$ cat src/rtl/core_dmem_arbiter.sv
// Two-requester arbiter in front of a single data-memory port.
// Winner selection and request muxing are combinational; ownership is held until gnt or abort.
module core_dmem_arbiter #(
  parameter int unsigned MEM_ADDR_W  = 64,
  parameter int unsigned MEM_DATA_W  = 64,
  parameter int unsigned ROUND_ROBIN = 1
) (
  input  logic                    g_clk,
  input  logic                    g_resetn,

  input  logic                    m0_req,
  input  logic [MEM_ADDR_W-1:0]   m0_addr,
  input  logic                    m0_wen,
  input  logic [MEM_DATA_W/8-1:0] m0_strb,
  input  logic [MEM_DATA_W-1:0]   m0_wdata,
  output logic                    m0_gnt,
  output logic                    m0_err,
  output logic [MEM_DATA_W-1:0]   m0_rdata,

  input  logic                    m1_req,
  input  logic [MEM_ADDR_W-1:0]   m1_addr,
  input  logic                    m1_wen,
  input  logic [MEM_DATA_W/8-1:0] m1_strb,
  input  logic [MEM_DATA_W-1:0]   m1_wdata,
  output logic                    m1_gnt,
  output logic                    m1_err,
  output logic [MEM_DATA_W-1:0]   m1_rdata,

  output logic                    dmem_req,
  output logic [MEM_ADDR_W-1:0]   dmem_addr,
  output logic                    dmem_wen,
  output logic [MEM_DATA_W/8-1:0] dmem_strb,
  output logic [MEM_DATA_W-1:0]   dmem_wdata,
  input  logic                    dmem_gnt,
  input  logic                    dmem_err,
  input  logic [MEM_DATA_W-1:0]   dmem_rdata
);

  localparam int unsigned STRB_W = MEM_DATA_W / 8;

  typedef enum logic [1:0] {
    IDLE  = 2'd0,
    BUSY0 = 2'd1,
    BUSY1 = 2'd2
  } state_t;

  state_t state_r;
  logic   last_r;
  logic   sel_valid_s;
  logic   sel_s;

  // Pick the requester that owns the memory port this cycle
  always_comb begin
    sel_valid_s = 1'b0;
    sel_s       = 1'b0;
    if (!g_resetn) begin
      sel_valid_s = 1'b0;
      sel_s       = 1'b0;
    end else begin
      case (state_r)
        IDLE: begin
          if (m0_req && m1_req) begin
            sel_valid_s = 1'b1;
            sel_s       = (ROUND_ROBIN != 32'd0) ? ~last_r : 1'b0;
          end else if (m0_req) begin
            sel_valid_s = 1'b1;
            sel_s       = 1'b0;
          end else if (m1_req) begin
            sel_valid_s = 1'b1;
            sel_s       = 1'b1;
          end else begin
            sel_valid_s = 1'b0;
            sel_s       = 1'b0;
          end
        end
        BUSY0: begin
          sel_valid_s = m0_req;
          sel_s       = 1'b0;
        end
        BUSY1: begin
          sel_valid_s = m1_req;
          sel_s       = 1'b1;
        end
        default: begin
          sel_valid_s = 1'b0;
          sel_s       = 1'b0;
        end
      endcase
    end
  end

  // Route the selected request to memory; quiet bus when nobody is selected
  always_comb begin
    dmem_req   = 1'b0;
    dmem_addr  = {MEM_ADDR_W{1'b0}};
    dmem_wen   = 1'b0;
    dmem_strb  = {STRB_W{1'b0}};
    dmem_wdata = {MEM_DATA_W{1'b0}};
    if (sel_valid_s) begin
      dmem_req = 1'b1;
      if (sel_s) begin
        dmem_addr  = m1_addr;
        dmem_wen   = m1_wen;
        dmem_strb  = m1_strb;
        dmem_wdata = m1_wdata;
      end else begin
        dmem_addr  = m0_addr;
        dmem_wen   = m0_wen;
        dmem_strb  = m0_strb;
        dmem_wdata = m0_wdata;
      end
    end else begin
      dmem_req = 1'b0;
    end
  end

  assign m0_gnt   = dmem_gnt & sel_valid_s & ~sel_s;
  assign m1_gnt   = dmem_gnt & sel_valid_s &  sel_s;
  assign m0_err   = dmem_err & m0_gnt;
  assign m1_err   = dmem_err & m1_gnt;
  assign m0_rdata = dmem_rdata;
  assign m1_rdata = dmem_rdata;

  // Ownership FSM and last-served tracking; an abort leaves last untouched
  always_ff @(posedge g_clk) begin
    if (!g_resetn) begin
      state_r <= IDLE;
      last_r  <= 1'b1;
    end else begin
      case (state_r)
        IDLE: begin
          if (sel_valid_s && dmem_gnt) begin
            last_r <= sel_s;
          end else if (sel_valid_s) begin
            state_r <= sel_s ? BUSY1 : BUSY0;
          end else begin
            state_r <= IDLE;
          end
        end
        BUSY0: begin
          if (!sel_valid_s) begin
            state_r <= IDLE;
          end else if (dmem_gnt) begin
            state_r <= IDLE;
            last_r  <= 1'b0;
          end else begin
            state_r <= BUSY0;
          end
        end
        BUSY1: begin
          if (!sel_valid_s) begin
            state_r <= IDLE;
          end else if (dmem_gnt) begin
            state_r <= IDLE;
            last_r  <= 1'b1;
          end else begin
            state_r <= BUSY1;
          end
        end
        default: begin
          state_r <= IDLE;
        end
      endcase
    end
  end

endmodule

$ cat config.mk
export PLATFORM = sky130hd
export DESIGN_NAME = core_dmem_arbiter
export DESIGN_NICKNAME = d
export VERILOG_FILES = /design/src/rtl/core_dmem_arbiter.sv
export SDC_FILE = /design/constraint.sdc
export NUM_CORES = 1
export LEC_CHECK = 0
export BUFFER_PORTS_ARGS = -buffer_cell sky130_fd_sc_hd__buf_2
export CAP_MARGIN = 30
export CORE_AREA = 2 2 241 243
export CTS_CLUSTER_SIZE = 24
export DETAILED_ROUTE_END_ITERATION = 10
export DIE_AREA = 0 0 243 245
export PLACE_DENSITY = 0.36
export SLEW_MARGIN = 20
export SYNTH_ARGS = -nofsm -noshare
export SYNTH_HDL_FRONTEND = slang
export SYNTH_SLANG_ARGS = --single-unit
export TNS_END_PERCENT = 100
$ cat constraint.sdc
create_clock -name g_clk -period 2.2 [get_ports g_clk]
set_input_delay 0.22 -clock g_clk [delete_from_list [all_inputs] [get_ports g_clk]]
set_output_delay 0.22 -clock g_clk [all_outputs]
set_load 0.05 [all_outputs]
==> flow_summary.toml, run 1 <==
[global_routing]
grt_usage_pct = 6.75
grt-ovfl-total = 0
grt_pass1_wl_um = 29500
grt_pass1_vias = 4265
grt_antenna_before_repair = 15
grt_max_degree = 26

[sta]
period_minus_slack_ps = 2410
fmax_ghz = 0.415
finalWorstSetupSlack_ps = -207
fin_skew_ps = 0.491
rsz0062_at_grt = "true"
tns_ps = -21900
slew_violations = 0
setup_violations = 136
worst_pin_slew_ps = 274
fin_crit_sh_pct = 109
hold_viol_final = 0
max-slew-margin-rel_pct = 81.7

[min_path]
min_path_cells = 2
min_from = "dmem_gnt"
holdPathEnd = "state_r[0]$_SDFFE_PN0P_"
hp-class = "input pin to register"

[power]
powerDensity_nw_per_um2 = 657
pwr-share-comb_pct = 92.7
p_sw_mw = 2.56
seqPwrFrac_pct = 1.5
p_leak_nw = 3.57
netSwitchingFraction_pct = 51.3
ir_worst_vdd_mv = 0.223
clock_power_share_pct = 5.8
p_total_mw = 4.98
p_int_mw = 2.43

[floorplan]
core_um2 = 57000
die_w_um = 243
std_cell_rows = 88
ios = 614
die_h_um = 245
start_util_pct = 4.81
dieArea_um2 = 59500

[worst_setup_path]
reg2reg_slack_ps = 370
path_delay_family = "compound AO/OA/AOI/OAI gates"
worstPathArrival_ps = 2190
critical_path_class = "register to output port"
critPathRequiredTime_ps = 1980
cp_max_fo = 22
reg2reg_depth = 7
reg2reg_to = "last_r$_SDFFE_PN1P_"
path_buf_inv = 5
path_cells = "inv_4 -> ha_4 -> a22oi_2 -> a21o_4 -> inv_6 -> and2_4 -> buf_12 -> buf_12 -> a22o_2 -> buf_6"
crit_path_end_kind = "output port"
crit_top_cell = "buf_12"
timing.rr.start = "state_r[0]$_SDFFE_PN0P_"
cp-start-kind = "register"
cp-startpoint = "state_r[0]$_SDFFE_PN0P_"
critPathSlowestCell = "dfxtp_4"
max_stage_delay_ps = 370

[detailed_routing]
viasPerCell = 2.94
drt_wl_total_um = 23900
dr.pass1.iters = 4
ant_nets = 0
drtIter0Drc = 71
drc = 0
wl_per_cell_um = 16.6
via_count = 4223

[clock_tree]
cts_tree = "yes"
clk_pin_slew_ps = 30
clock_latency_ps = 220
h-tree-depth = 1
cts.sinks = 3
clockBufferDepth = 2
cts_buffers = 3
clockRootBuffer = "clkbuf_16"

[flow_run]
maxCapViolations = 0

[synth]
syn_area_um2 = 2740
synth_area_leaders = "a22o_1, buf_4, buf_6"
ys.flop_type = "dfxtp_1"
yosys-top-cells-count = "a22o_1, buf_4, buf_2, buf_6"
synthCells = 337
synth_area_per_cell_um2 = 8.13
ys_seq_area_share_pct = 2.19
synth-edff-count = 0
synth_top_area_share_pct = 43.8
yosys_warnings = 0
syn-num-nets = 686
async_flop_share_pct = 0
synth_cell_type_count = 29
synth-seq-cells = 3
synth_most_common_cell = "a22o_1"
synth_top_cell_by_area = "a22o_1"

[cells_and_area]
multi_input_area_um2 = 2170
register_area_um2 = 67.6
drive_above_1_share_pct = 95.2
nets = 1019
syn_to_final_growth_pct = 177
fin_util_pct = 13.3
fillers = 6494

[placement]
routabilityCongestion = 0.880
hpwlAfterDp_um = 17400
port_buffers = 421

[status]
run_status = "complete, but fails checks"
violations = "negative setup slack"
## cell usage in the layout, fill, tap and decap left out, types with 2 or more instances in the layout
cell type,instances
buf_6,85
diode_2,2
and2_4,2
clkbuf_16,11
a22o_2,67
ha_1,2
inv_1,2
buf_16,5
dfxtp_4,2
a22o_4,63
buf_12,31
a22o_1,7
buf_4,22
nor2_1,4
buf_2,281
a211o_1,2
nand2_1,2
buf_8,52
inv_4,2
ha_4,2
## metrics by stage
| step | cells | instance area, um2 | hold slack [ps] | setup slack [ps] |
|---|---|---|---|---|
| 2_1_floorplan | 337 | 2910 | 327 | -277 |
| 3_3_place_gp | 1398 | 5390 | 440 | -96.6 |
| 3_5_place_dp | 1398 | 5390 | 440 | -161 |
| 4_1_cts | 1423 | 6930 | 273 | -207 |
| 5_1_grt | 1436 | 7590 | 291 | -312 |
| 6_report | 1436 | 7590 | 274 | -207 |
## power by group through the flow
| stage | Clock, mW | Combinational, mW | Sequential (mW) |
|---|---|---|---|
| 3_5_place_dp | 0 | 3.29 | 0.0709 |
| 3_3_place_gp | 0 | 3.29 | 0.0706 |
| 5_1_grt | 0.301 | 4.80 | 0.0790 |
| 6_report | 0.288 | 4.62 | 0.0770 |
| 2_1_floorplan | 0 | 2.89 | 0.0695 |
| 4_1_cts | 0.290 | 4.24 | 0.0766 |
## worst max-delay path by stage
stage / slack [ps] / to / cells after the start
detailed placement: -160 / dmem_addr[9] / 10
global placement: -100 / dmem_wdata[27] / 9
floorplan: -280 / m1_err / 6
global route: -310 / dmem_addr[9] / 10
CTS: -210 / dmem_addr[50] / 10
finish: -210 / dmem_addr[9] / 10
## final cells by class
cell class,instances,area share (%)
Inverter,5,0.379
Antenna cell,2,0.0660
Timing Repair Buffer,485,56.3
Multi-Input combinational cell,172,28.7
Clock buffer,4,1.04
Tap cell,765,12.6
Sequential cell,3,0.891
## routing by layer
layer  up-vias  track usage, %  routed length (um)
li1       1837               -                   -
met1      1928            7.16                8460
met2       387            12.8               12400
met3        67            2.29                2470
met4         4            1.48                 572
met5         -               0                  27
## flip-flops by register name, indices dropped and copies added (netlist names)
| name | count |
|---|---|
| last_r | 1 |
| state_r | 2 |
## what timing repair did
action,CTS,global route
pin swaps,13,22
endpoints found under the hold margin,0,0
gates cloned,7,11
setup buffers,14,2
hold buffers,0,0
gates resized for setup,322,84
endpoints found under the setup margin,138,140
## kinds of logic after synthesis
logic type | count (synthesis) | synth area share [%]
buffers and inverters | 163 | 44.6
AO/OA/AOI/OAI | 147 | 46.8
AND/OR/NAND/NOR | 18 | 3.79
adder cells (fa/ha/maj) | 5 | 2.28
flip-flops | 3 | 2.19
multiplexers | 1 | 0.365
(Power assumes the default switching activity.)
==> run 2, diff against run 1 <==
Settings changed: BUFFER_PORTS_ARGS -buffer_cell sky130_fd_sc_hd__buf_2 to -buffer_cell sky130_fd_sc_hd__clkbuf_2.
==> run 2 against run 1 <==
Effect of this change: the flow still finishes with violations (negative setup slack); setup slack better by 23 ps; die area unchanged; clock-buffer cell count unchanged; combinational power up 4%; clock power about the same; register-to-register slack worse by 20 ps; total power up 3.4%; flip-flop and latch count unchanged; final cell count down 1.1%; critical path depth unchanged; sequential power down 2.9%.
==> flow_summary.toml, run 2 (same netlist as run 1, synthesis figures left out) <==
[clock_tree]
cts.sinks = 3
cts_tree = "yes"
cts_buffers = 3
clock_latency_ps = 220
clk_pin_slew_ps = 30
h-tree-depth = 1
clockRootBuffer = "clkbuf_16"
hold_buffers = 0
clockBufferDepth = 2

[cells_and_area]
largest_reg_flops = 2
layout_common_cells = "clkbuf_2, buf_12, a22o_2, a22o_4, buf_8"
fillers = 6477
regMostFlops = "state_r"
syn_to_final_growth_pct = 185
final_common_cell = "clkbuf_2"
reg_top3 = "state_r (2), last_r (1)"
n_antenna_cell = 0
nets = 1005
drive_above_1_share_pct = 95.7

[sta]
rsz0062_at_grt = "true"
tns_ps = -18340
fin_skew_ps = 1.01
fmax_ghz = 0.419
period_minus_slack_ps = 2380
slew_violations = 0
max-slew-margin-rel_pct = 75.5
setup_violations = 137
finalWorstSetupSlack_ps = -184
worst_pin_slew_ps = 367
hold_viol_final = 0
fin_crit_sh_pct = 108

[floorplan]
core_um2 = 57000
dieArea_um2 = 59500
die_h_um = 245
std_cell_rows = 88
start_util_pct = 4.81
ios = 614
die_w_um = 243

[global_routing]
grt_pass1_vias = 3967
grt-ovfl-total = 0
grt_pass1_wl_um = 26800
grt_usage_pct = 6.04
grt_antenna_before_repair = 4
grt_max_degree = 51

[detailed_routing]
ant_nets = 0
via_count = 4036
drtIter0Drc = 69
dr.pass1.iters = 4
drt_wl_total_um = 22600
drc = 0
wl_per_cell_um = 15.9
viasPerCell = 2.84

[power]
p_total_mw = 5.15
ir_worst_vdd_mv = 0.236
p_leak_nw = 3.63
powerDensity_nw_per_um2 = 659

[placement]
hpwlAfterDp_um = 18000
port_buffers = 421
routabilityCongestion = 0.850

[status]
violations = "negative setup slack"
run_status = "complete, but fails checks"

[flow_run]
maxCapViolations = 0

[worst_setup_path]
critPathRequiredTime_ps = 1980
worstPathArrival_ps = 2160
crit_path_end_kind = "output port"
cp-start-kind = "register"
critical_path_class = "register to output port"
cp_max_fo = 25

[min_path]
hp-class = "input pin to register"
==> run 2: cell types whose count changed in the layout (fill, tap and decap cells not counted), moves of 2 or more <==
cell / delta
buf_6: -73
a22o_2: +12
clkbuf_8: +12
diode_2: -2
buf_2: -281
clkbuf_2: +280
clkbuf_16: -4
buf_12: +62
a22o_1: -3
buf_8: -8
a22o_4: -9
inv_2: +2
==> run 2: final timing paths <==
path / startpoint / end / slack (ps) / cells past startpoint
setup / recovery: state_r[1]$_SDFFE_PN0P_ / dmem_wdata[14] / -180 / 10
setup reg to reg: state_r[1]$_SDFFE_PN0P_ / last_r$_SDFFE_PN1P_ / 350 / 9
hold / removal: dmem_gnt / state_r[0]$_SDFFE_PN0P_ / 290 / 2
hold reg to reg: state_r[1]$_SDFFE_PN0P_ / state_r[1]$_SDFFE_PN0P_ / 510 / 2
==> run 2: per-layer routing <==
metal	wire length, um	vias to the layer above	track usage [%]
li1	-	1797	-
met1	7880	1831	6.48
met2	12000	359	11.3
met3	2280	45	2.29
met4	362	4	1.05
met5	26	-	0
==> run 2: layout make-up <==
class	count	area, um2	share of cell area [%]
clock buffers	4	78.8	1.01
inverters	5	21.3	0.272
multi-input cells	171	2090	26.8
flip-flops and latches	3	67.6	0.863
well taps	765	957	12.2
repair buffers	472	4610	58.9
==> run 2: through the flow <==
step	instances	utilization [%]	setup WS (ps)	cell area, um2	hold slack, ps
2_1_floorplan	337	-	-277	2910	327
3_3_place_gp	1398	11.2	-114	6380	440
3_5_place_dp	1398	11.2	-143	6380	440
4_1_cts	1406	12.4	-198	7070	294
5_1_grt	1420	13.7	-254	7830	336
6_report	1420	13.7	-184	7830	294
==> run 2: critical path, cell delays in order, from the launching register on <==
cell and delay [ps]:
dfxtp_4 360, inv_2 50, ha_2 170, a22oi_2 140, a21o_2 200, inv_2 50
and2_4 150, buf_12 150, buf_16 170, a22o_2 300, buf_8 150
==> run 2: power by group <==
| group | total [mW] | leakage, nW | switching [mW] | internal [mW] |
|---|---|---|---|---|
| logic | 4.79 | 3.56 | 2.49 | 2.31 |
| registers | 0.0748 | 0.0260 | 0.00985 | 0.0649 |
| clock network | 0.288 | 0.0382 | 0.0489 | 0.239 |
| total | 5.15 | 3.63 | 2.54 | 2.61 |
==> run 2: repair_timing <==
| item | in CTS | in global routing |
|---|---|---|
| pin swaps | 5 | 12 |
| gates cloned | 1 | 9 |
| resized for setup | 127 | 123 |
| setup buffers | 3 | 5 |
| endpoints found under the setup margin | 141 | 141 |
